==> src/rtl/mini_core_accel_pkg.sv <==
// Shared types and defaults for the multiplier arbiter slice.
package mini_core_accel_pkg;

  localparam int NUM_REQ_DEF     = 4;
  localparam int MUL_LATENCY_DEF = 4;
  // Requester id width; holds ids for up to 16 requesters.
  localparam int ID_W            = 4;

  typedef enum logic [1:0] {
    ST_IDLE,
    ST_ACTIVE,
    ST_DRAIN
  } arb_state_e;

  typedef struct packed {
    logic            valid;
    logic [ID_W-1:0] id;
  } tag_t;

  function automatic logic [15:0] smul8(input logic [7:0] a, input logic [7:0] b);
    logic signed [15:0] ea;
    logic signed [15:0] eb;
    ea = {{8{a[7]}}, a};
    eb = {{8{b[7]}}, b};
    return ea * eb;
  endfunction

endpackage

==> src/rtl/pipe_line_mul.sv <==
// Fixed-latency pipelined 8x8 signed multiplier; ready marks the result cycle.
module pipe_line_mul
  import mini_core_accel_pkg::*;
#(
  parameter int LATENCY = MUL_LATENCY_DEF
) (
  input  logic        clk,
  input  logic        rst,
  input  logic        start,
  input  logic [7:0]  multiplier,
  input  logic [7:0]  multiplicand,
  output logic        ready,
  output logic [15:0] result
);

  logic        vld_q  [LATENCY];
  logic [15:0] prod_q [LATENCY];

  always_ff @(posedge clk or negedge rst) begin
    if (!rst) begin
      for (int unsigned s = 0; s < LATENCY; s++) begin
        vld_q[s]  <= 1'b0;
        prod_q[s] <= '0;
      end
    end else begin
      vld_q[0]  <= start;
      prod_q[0] <= start ? smul8(multiplier, multiplicand) : '0;
      for (int unsigned s = 1; s < LATENCY; s++) begin
        vld_q[s]  <= vld_q[s-1];
        prod_q[s] <= prod_q[s-1];
      end
    end
  end

  assign ready  = vld_q[LATENCY-1];
  assign result = prod_q[LATENCY-1];

endmodule

==> src/rtl/pipe_line_mul_arb.sv <==
// Round-robin arbiter sharing one pipelined multiplier among NUM_REQ requesters.
module pipe_line_mul_arb
  import mini_core_accel_pkg::*;
#(
  parameter int NUM_REQ     = NUM_REQ_DEF,
  parameter int MUL_LATENCY = MUL_LATENCY_DEF
) (
  input  logic                 clk,
  input  logic                 rst,
  input  logic                 en,
  input  logic [NUM_REQ-1:0]   req_valid,
  input  logic [NUM_REQ*8-1:0] req_multiplier,
  input  logic [NUM_REQ*8-1:0] req_multiplicand,
  output logic [NUM_REQ-1:0]   req_ready,
  output logic [NUM_REQ-1:0]   rsp_valid,
  output logic [15:0]          rsp_result,
  output logic                 idle
);

  localparam int CNT_W = $clog2(MUL_LATENCY + 1);

  arb_state_e      state;
  logic [ID_W-1:0] rr_ptr;
  logic [ID_W-1:0] next_ptr;
  logic [CNT_W-1:0] cnt;
  logic [CNT_W-1:0] cnt_next;
  tag_t            tag_q [MUL_LATENCY];
  tag_t            exit_tag;

  logic            grant_ok;
  logic            grant_vld;
  logic [ID_W-1:0] grant_id;
  int unsigned     pos;

  logic [7:0]      mul_a;
  logic [7:0]      mul_b;
  logic            mul_ready;
  logic [15:0]     mul_result;

  // Grant gated by rst so req_ready stays low while reset is held.
  assign grant_ok = rst && en && (state == ST_IDLE || state == ST_ACTIVE);
  assign exit_tag = tag_q[MUL_LATENCY-1];

  always_comb begin
    grant_vld = 1'b0;
    grant_id  = '0;
    pos       = 0;
    if (grant_ok) begin
      for (int unsigned off = 0; off < NUM_REQ; off++) begin
        pos = int'(rr_ptr) + off;
        if (pos >= int'(NUM_REQ)) pos = pos - NUM_REQ;
        for (int unsigned i = 0; i < NUM_REQ; i++) begin
          if (!grant_vld && req_valid[i] && pos == i) begin
            grant_vld = 1'b1;
            grant_id  = ID_W'(i);
          end
        end
      end
    end
  end

  always_comb begin
    next_ptr = (grant_id == ID_W'(NUM_REQ - 1)) ? '0 : grant_id + 1'b1;
    cnt_next = cnt;
    if (grant_vld && !exit_tag.valid)      cnt_next = cnt + 1'b1;
    else if (!grant_vld && exit_tag.valid) cnt_next = cnt - 1'b1;
  end

  always_comb begin
    mul_a      = '0;
    mul_b      = '0;
    req_ready  = '0;
    rsp_valid  = '0;
    for (int unsigned i = 0; i < NUM_REQ; i++) begin
      req_ready[i] = grant_vld && (grant_id == ID_W'(i));
      rsp_valid[i] = exit_tag.valid && (exit_tag.id == ID_W'(i));
      if (grant_vld && grant_id == ID_W'(i)) begin
        mul_a = req_multiplier[i*8 +: 8];
        mul_b = req_multiplicand[i*8 +: 8];
      end
    end
    rsp_result = exit_tag.valid ? mul_result : '0;
  end

  always_ff @(posedge clk or negedge rst) begin
    if (!rst) begin
      for (int unsigned s = 0; s < MUL_LATENCY; s++) tag_q[s] <= '0;
    end else begin
      tag_q[0] <= '{valid: grant_vld, id: grant_id};
      for (int unsigned s = 1; s < MUL_LATENCY; s++) tag_q[s] <= tag_q[s-1];
    end
  end

  always_ff @(posedge clk or negedge rst) begin
    if (!rst) begin
      state  <= ST_IDLE;
      rr_ptr <= '0;
      cnt    <= '0;
    end else begin
      cnt <= cnt_next;
      if (grant_vld) rr_ptr <= next_ptr;
      case (state)
        ST_IDLE:
          if (en && |req_valid) state <= ST_ACTIVE;
        ST_ACTIVE:
          if (!en && cnt != '0)
            state <= ST_DRAIN;
          else if (cnt == '0 && (!(|req_valid) || !en))
            state <= ST_IDLE;
        ST_DRAIN:
          if (cnt_next == '0) state <= ST_IDLE;
        default:
          state <= ST_IDLE;
      endcase
    end
  end

  assign idle = (state == ST_IDLE) && (cnt == '0);

  pipe_line_mul #(
    .LATENCY(MUL_LATENCY)
  ) u_mul (
    .clk          (clk),
    .rst          (rst),
    .start        (grant_vld),
    .multiplier   (mul_a),
    .multiplicand (mul_b),
    .ready        (mul_ready),
    .result       (mul_result)
  );

  a_ready_matches_tag: assert property (
    @(posedge clk) disable iff (!rst) mul_ready == exit_tag.valid
  );

endmodule
==> config.mk <==
export PLATFORM = sky130hd
export DESIGN_NAME = pipe_line_mul_arb
export DESIGN_NICKNAME = d
export VERILOG_FILES = /design/src/rtl/mini_core_accel_pkg.sv /design/src/rtl/pipe_line_mul.sv /design/src/rtl/pipe_line_mul_arb.sv
export SDC_FILE = /design/constraint.sdc
export NUM_CORES = 1
export LEC_CHECK = 0
export CELL_PAD_IN_SITES_DETAIL_PLACEMENT = 2
export CELL_PAD_IN_SITES_GLOBAL_PLACEMENT = 2
export CORE_MARGIN = 2
export CORE_UTILIZATION = 37
export CTS_CLUSTER_SIZE = 40
export DETAILED_ROUTE_END_ITERATION = 16
export GPL_TIMING_DRIVEN = 0
export PLACE_DENSITY = 0.85
export SLEW_MARGIN = 15
export SYNTH_ARGS = -nofsm -noshare
export SYNTH_HDL_FRONTEND = slang
export SYNTH_SLANG_ARGS = --single-unit
==> constraint.sdc <==
create_clock -name clk -period 17.3 [get_ports clk]
set_clock_uncertainty 0.2 [all_clocks]
set_input_delay 4.325 -clock clk [delete_from_list [all_inputs] [get_ports clk]]
set_output_delay 4.325 -clock clk [all_outputs]
set_load 0.05 [all_outputs]
==> run metrics, run 1 <==
status finished, final reports clean; crit path capture type primary output; Buf/Inv on CP 5; power density over cell area 95.3 nW/um^2; Inserted Clock Buffers 9; critical path startpoint category input port; leakage power summed over all cells 3.35 nW; worst-case register-to-register setup slack 9.26 ns; total congestion overflow after global routing 0; area delta synth->final 26.4%; post-synthesis area per instance 9.96 sq um; Core ar. 15200 sq um; wire length of the first global-routing pass 30.0 mm; cell-internal power 432 uW; cts-stage hold buffer count 0; Detail Route Antenna Nets 0; count of routing violations after the opening detailed-route iteration 147; vias in the first global route 5576; Highest Signal Layer met4; total count of hold-check failures in the final report 0; Setup-failing EPs final 0; Starting Density 0.379; routed wl met3 748 microns; maximum buffer depth of the clock tree 2; final std cells w/o fill 878; sum of routed wire length over all layers 18.5 mm; Post-Synthesis Cells 578; GPL Wtd Cong 0.881; total setup buffers inserted after CTS 0; Reg power frac 0.335; syn_nets 740; average vias per placed instance 5.19; number of maximum-capacitance constraint violations 0; crit path max-delay cell type sky130_fd_sc_hd__clkdlybuf4s50_1; clock root cell sky130_fd_sc_hd__clkbuf_16; logic gate share of total power 0.378; total via count in the routed design 4559; Crit Path Category input port to primary output; die span in x 129 microns; maximum fanout count along the critical path 10; die outline height 129 microns; FP Rows 45; period utilisation layout 0.727; wire per inst 21.1 microns; proportion of synthesized chip area in sequential cells 0.361; Post-Place Cells 862; proportion of synthesized flip-flops having asynchronous set or reset 1.00; Pins Over Slew Limit 0; H-Tree Depth 3; Relative slew margins 0.435; top_reg_cell synth sky130_fd_sc_hd__dfrtp_1; Layout Nets 847; unrepaired setup endpoints after global routing false; Distinct cells, synth 44; clock latency on the worst-skew pair 0.34 ns; CTS resizes 0; clock transition at the registers of the reported paths 0.07 ns; pin count of the biggest net entering global routing 67; synthesized area 5760 sq um; Pwr Total 694 uW; worst hold-check slack 0.138 ns; Core Util, Final 0.479; data required time of the critical path 12.77 ns; first-pass iteration count of the detailed router 4; power share of the clock group 0.287; Routed met2 length 10.1 mm; number of synthesized flops with an enable pin 0; worst supply voltage drop on vdd 57.7 uV; layout cell share with drive strength beyond 1 0.0435; power spent charging and discharging nets 261 uW; Clock Sink Count 83; flip-flop and latch count after synthesis 83; total inserted antenna cells 0; switching portion of total power 0.377; sequence of cells on the critical path clkdlybuf4s50_1, nor4_4, or2_1, buf_6, nor3_1, ha_1, buf_1, clkbuf_1, and2_1, clkdlybuf4s50_1; largest stage delay on the critical path 0.80 ns; num ports 96; TritonCTS clock tree built; DPL Wire Length 14.2 mm; min-delay worst type register to register; timing-limited maximum frequency 0.0795 GHz; antenna violations before repair 0; actual slew at the worst max-slew pin 0.840 ns; remaining design rule violation count 0; Total Neg Setup Slack 0 ns; total track usage 0.239; met1 routed wirelength after detailed routing 7.03 mm; area of the die 16600 sq um; port buffer count 95; delay-heaviest family, CP buffers and inverters; Worst Path Arrival 8.05 ns; Syn. warnings 0; post-layout minimum cycle time 12.58 ns; cell repeated most along the worst path sky130_fd_sc_hd__clkdlybuf4s50_1
==> power by group through the flow <==
stage                     registers, mW  logic [mW]  clock network (mW)
final                             0.233       0.262               0.199
after detailed placement          0.234       0.253                   0
after global placement            0.230       0.232                   0
after CTS                         0.233       0.265               0.203
after floorplan                   0.229       0.164                   0
after global routing              0.235       0.289               0.211
==> layer usage <==
metal | up-vias | GRT usage
met5 | - | 0
met4 | 0 | 0.106
met3 | 47 | 0.0374
met2 | 163 | 0.461
met1 | 2290 | 0.254
li1 | 2059 | -
==> cells by family after synthesis <==
logic type	share of synthesized area
simple gates	0.166
compound gates	0.0978
flops	0.361
buf+inv	0.0767
xor+xnor	0.0228
fa+ha+maj	0.271
mux	0.00521
==> cell usage in the layout (no fill, tap or decap), types with 22 or more instances in the layout <==
master and instances:
sky130_fd_sc_hd__ha_1 35, sky130_fd_sc_hd__nor2b_1 33, sky130_fd_sc_hd__inv_1 92, sky130_fd_sc_hd__nor2_1 56
sky130_fd_sc_hd__dfrtp_1 83, sky130_fd_sc_hd__nand2_1 45, sky130_fd_sc_hd__clkdlybuf4s50_1 94, sky130_fd_sc_hd__fa_1 56
sky130_fd_sc_hd__a21oi_1 22, sky130_fd_sc_hd__and2_1 24
==> sequential cells by signal, summed over array words and instances (netlist names) <==
signal	flops
u_mul.prod_q	48
u_mul.result	16
tag_q	9
cnt	3
exit_tag	3
rr_ptr	2
state	2
==> layout make-up <==
type / count / area [sq um]
repair buffers: 96 / 976
multi-input cells: 381 / 3240
clock inverters: 6 / 71.3
flip-flops and latches: 83 / 2080
well taps: 188 / 235
plain buffers: 21 / 92.6
clock buffers: 10 / 239
inverters: 93 / 349
fillers: 1576 / 7920
==> synth_stat cells (all sizes together), types with 4 or more instances <==
library cell / n / area share
nand2: 45 / 0.029
buf: 7 / 0.0070
nand3: 14 / 0.012
fa: 56 / 0.19
inv: 93 / 0.061
xnor2: 12 / 0.018
a221oi: 16 / 0.024
nor2b: 33 / 0.036
a21oi: 22 / 0.019
clkbuf: 14 / 0.0091
nor2: 56 / 0.036
and2: 24 / 0.026
o31ai: 16 / 0.021
o21ai: 10 / 0.0093
nor3: 6 / 0.0052
ha: 35 / 0.076
o21a: 4 / 0.0052
dfrtp: 83 / 0.36
==> path summary, 6_finish.rpt <==
check | startpoint | end | cells past startpoint
setup reg to reg | state[1] | u_mul.prod_q[63] | 25
setup / recovery | req_valid[1] | req_ready[3] | 10
hold reg to reg | u_mul.prod_q[62] | u_mul.prod_q[46] | 0
hold / removal | u_mul.prod_q[62] | u_mul.prod_q[46] | 0
max in group asynchronous | rst | u_mul.result[6] | 2
min in group asynchronous | rst | tag_q[15] | 1
==> per-stage QoR <==
step	area (sq um)	worst slack, ns
after floorplan	5760	6.52
after global placement	6950	2.18
after detailed placement	6970	4.78
after CTS	7280	4.71
after global routing	7280	4.50
final	7280	4.72
Power figures use the tool's default switching activity.
==> run 2, diff against run 1 <==
--- a/config.mk
+++ b/config.mk
@@ -8,11 +8,11 @@
 export CELL_PAD_IN_SITES_DETAIL_PLACEMENT = 2
 export CELL_PAD_IN_SITES_GLOBAL_PLACEMENT = 2
 export CORE_MARGIN = 2
-export CORE_UTILIZATION = 37
+export CORE_UTILIZATION = 31
 export CTS_CLUSTER_SIZE = 40
 export DETAILED_ROUTE_END_ITERATION = 16
 export GPL_TIMING_DRIVEN = 0
-export PLACE_DENSITY = 0.85
+export PLACE_DENSITY = 0.76
 export SLEW_MARGIN = 15
 export SYNTH_ARGS = -nofsm -noshare
 export SYNTH_HDL_FRONTEND = slang
==> constraint.sdc (replaced) <==
create_clock -name clk -period 11.2 [get_ports clk]
set_clock_uncertainty 0.2 [all_clocks]
set_input_delay 2.8 -clock clk [delete_from_list [all_inputs] [get_ports clk]]
set_output_delay 2.8 -clock clk [all_outputs]
set_load 0.05 [all_outputs]
==> run metrics, run 2 (synthesis gave the netlist of run 1 again) <==
hold path start u_mul.prod_q[57]; unrepaired setup endpoints after global routing false; status finished, final reports clean; GPL Wtd Cong 0.835; sum of routed wire length over all layers 16.1 mm; Highest Signal Layer met4; Core ar. 18100 sq um; launch point of the critical path req_valid[1]; Worst Hold End u_mul.prod_q[41]; commonest non-fill, non-tap cell in the layout sky130_fd_sc_hd__clkdlybuf4s50_1; total count of hold-check failures in the final report 0; Buf/Inv on CP 7; Reg power frac 0.346; worst flop-to-flop path startpoint state[1]; area delta synth->final 27.1%; sequence of cells on the critical path clkdlybuf4s50_1, nor4_4, or2_1, buf_6, nor3_1, inv_1, ha_1, clkbuf_1, nor2b_1, o31ai_1, nand3_1, fa_1, fa_1, inv_1, fa_1, inv_1, fa_1, inv_1, ha_1, o21ai_0, nor2_1, o221ai_1, a2111oi_0, o21bai_1; Layout Nets 847; area of the die 19700 sq um; num ports 96; total inserted antenna cells 0; worst supply voltage drop on vdd 72.3 uV; routed wl met3 802 microns; pin count of the biggest net entering global routing 67; leading cell types in the layout, fill and taps excluded 94 x sky130_fd_sc_hd__clkdlybuf4s50_1, 92 x sky130_fd_sc_hd__inv_1, 83 x sky130_fd_sc_hd__dfrtp_1; cell-internal power 657 uW; worst r2r path cells 23; timing-limited maximum frequency 0.0977 GHz; Total Neg Setup Slack 0 ns; power share of the clock group 0.286; maximum fanout count along the critical path 10; period utilisation layout 0.913; number of maximum-capacitance constraint violations 0; CTS resizes 0; Setup Slack @ Placement 0.590 ns; flip-flop count of the largest register, all copies and words added 48; maximum buffer depth of the clock tree 2; power spent charging and discharging nets 372 uW; Clock Sink Count 83; actual slew at the worst max-slew pin 0.789 ns; port buffer count 95; power density over cell area 141 nW/um^2; clock latency on the worst-skew pair 0.34 ns; die span in x 140 microns; average vias per placed instance 4.84; critical register-to-register path endpoint u_mul.prod_q[63]; die outline height 140 microns; first-pass iteration count of the detailed router 4; H-Tree Depth 3; Core Util, Final 0.405; Inserted Clock Buffers 9; data required time of the critical path 11.25 ns; Most flops, register u_mul.prod_q; FP Rows 49; Detail Route Antenna Nets 0; DPL Wire Length 13.4 mm; total setup buffers inserted after CTS 0; number of cells on the critical path 24; clock root cell sky130_fd_sc_hd__clkbuf_16; Pins Over Slew Limit 0; crit path max-delay cell type sky130_fd_sc_hd__o31ai_1; layout cell share with drive strength beyond 1 0.0435; largest stage delay on the critical path 0.66 ns; Worst Path Arrival 10.28 ns; min-delay worst type register to register; cts-stage hold buffer count 0; remaining design rule violation count 0; Starting Density 0.318; Sequential Area 2080 sq um; met1 routed wirelength after detailed routing 6.53 mm; vias in the first global route 5286; logic gate share of total power 0.369; post-layout minimum cycle time 10.23 ns; total track usage 0.173; total via count in the routed design 4444; antenna violations before repair 0; count of routing violations after the opening detailed-route iteration 118; hold path depth 0; Routed met2 length 8.34 mm; fin worst setup slack 0.969 ns; combined area of the multi-input logic cells 3240 sq um; crit path capture type register; worst-case register-to-register setup slack 3.50 ns; Crit Path Category input port to register; TritonCTS clock tree built; clock transition at the registers of the reported paths 0.06 ns; delay-heaviest family, CP adder cells; Relative slew margins 0.469; wire per inst 17.5 microns; leakage power summed over all cells 3.35 nW; critical path startpoint category input port; number of fill cells in the layout 1906; Setup-failing EPs final 0; switching portion of total power 0.362; total congestion overflow after global routing 0; wire length of the first global-routing pass 26.9 mm
==> run 2: cell count changes in the layout (fill, tap and decap cells not counted) <==
cell                         previous run  this run
sky130_fd_sc_hd__clkinv_2               0         2
sky130_fd_sc_hd__clkbuf_8               1         0
sky130_fd_sc_hd__clkinvlp_4             2         1
==> run 2: through the flow <==
stage | power [mW] | std cells | area [sq um] | hold slack [ns]
after floorplan | 0.607 | 578 | 5760 | 0.131
after global placement | 0.717 | 902 | 7000 | 0.131
after detailed placement | 0.745 | 903 | 7020 | 0.136
after CTS | 1.05 | 919 | 7320 | 0.144
after global routing | 1.11 | 919 | 7320 | 0.147
final | 1.03 | 919 | 7320 | 0.144
==> run 2: final cells by class <==
class,instances,area share
buffer,21,0.0126
clock buffer,9,0.0308
clock inverter,7,0.0101
inverter,93,0.0477
multi-input combinational,381,0.443
sequential,83,0.284
tap,229,0.0391
timing repair buffer,96,0.133
==> run 2: worst max-delay path by stage <==
stage                     slack [ns]               end
after floorplan                 2.50  u_mul.prod_q[63]
after global placement         -1.84  u_mul.prod_q[63]
after detailed placement        0.59  u_mul.prod_q[63]
after CTS                       0.94  u_mul.prod_q[63]
after global routing            0.39  u_mul.prod_q[63]
final                           0.97  u_mul.prod_q[63]
==> run 2: power groups by stage <==
| stage | Combinational (mW) | Clock [mW] | Sequential [mW] |
|---|---|---|---|
| finish | 0.379 | 0.294 | 0.356 |
| detailed placement | 0.384 | 0 | 0.361 |
| global route | 0.429 | 0.316 | 0.361 |
| global placement | 0.361 | 0 | 0.356 |
| CTS | 0.388 | 0.304 | 0.357 |
| floorplan | 0.254 | 0 | 0.353 |
==> run 2: layer usage <==
metal,GRT usage,up-vias
li1,-,2056
met4,0.0643,0
met2,0.320,127
met5,0,-
met1,0.195,2230
met3,0.0376,31
==> run 3, diff against run 2 <==
--- a/config.mk
+++ b/config.mk
@@ -5,6 +5,7 @@
 export SDC_FILE = /design/constraint.sdc
 export NUM_CORES = 1
 export LEC_CHECK = 0
+export ABC_CLOCK_PERIOD_IN_PS = 11200
 export CELL_PAD_IN_SITES_DETAIL_PLACEMENT = 2
 export CELL_PAD_IN_SITES_GLOBAL_PLACEMENT = 2
 export CORE_MARGIN = 2
==> results of run 3 <==
Same layout as run 2: the final DEF is identical, and so are final timing and power.
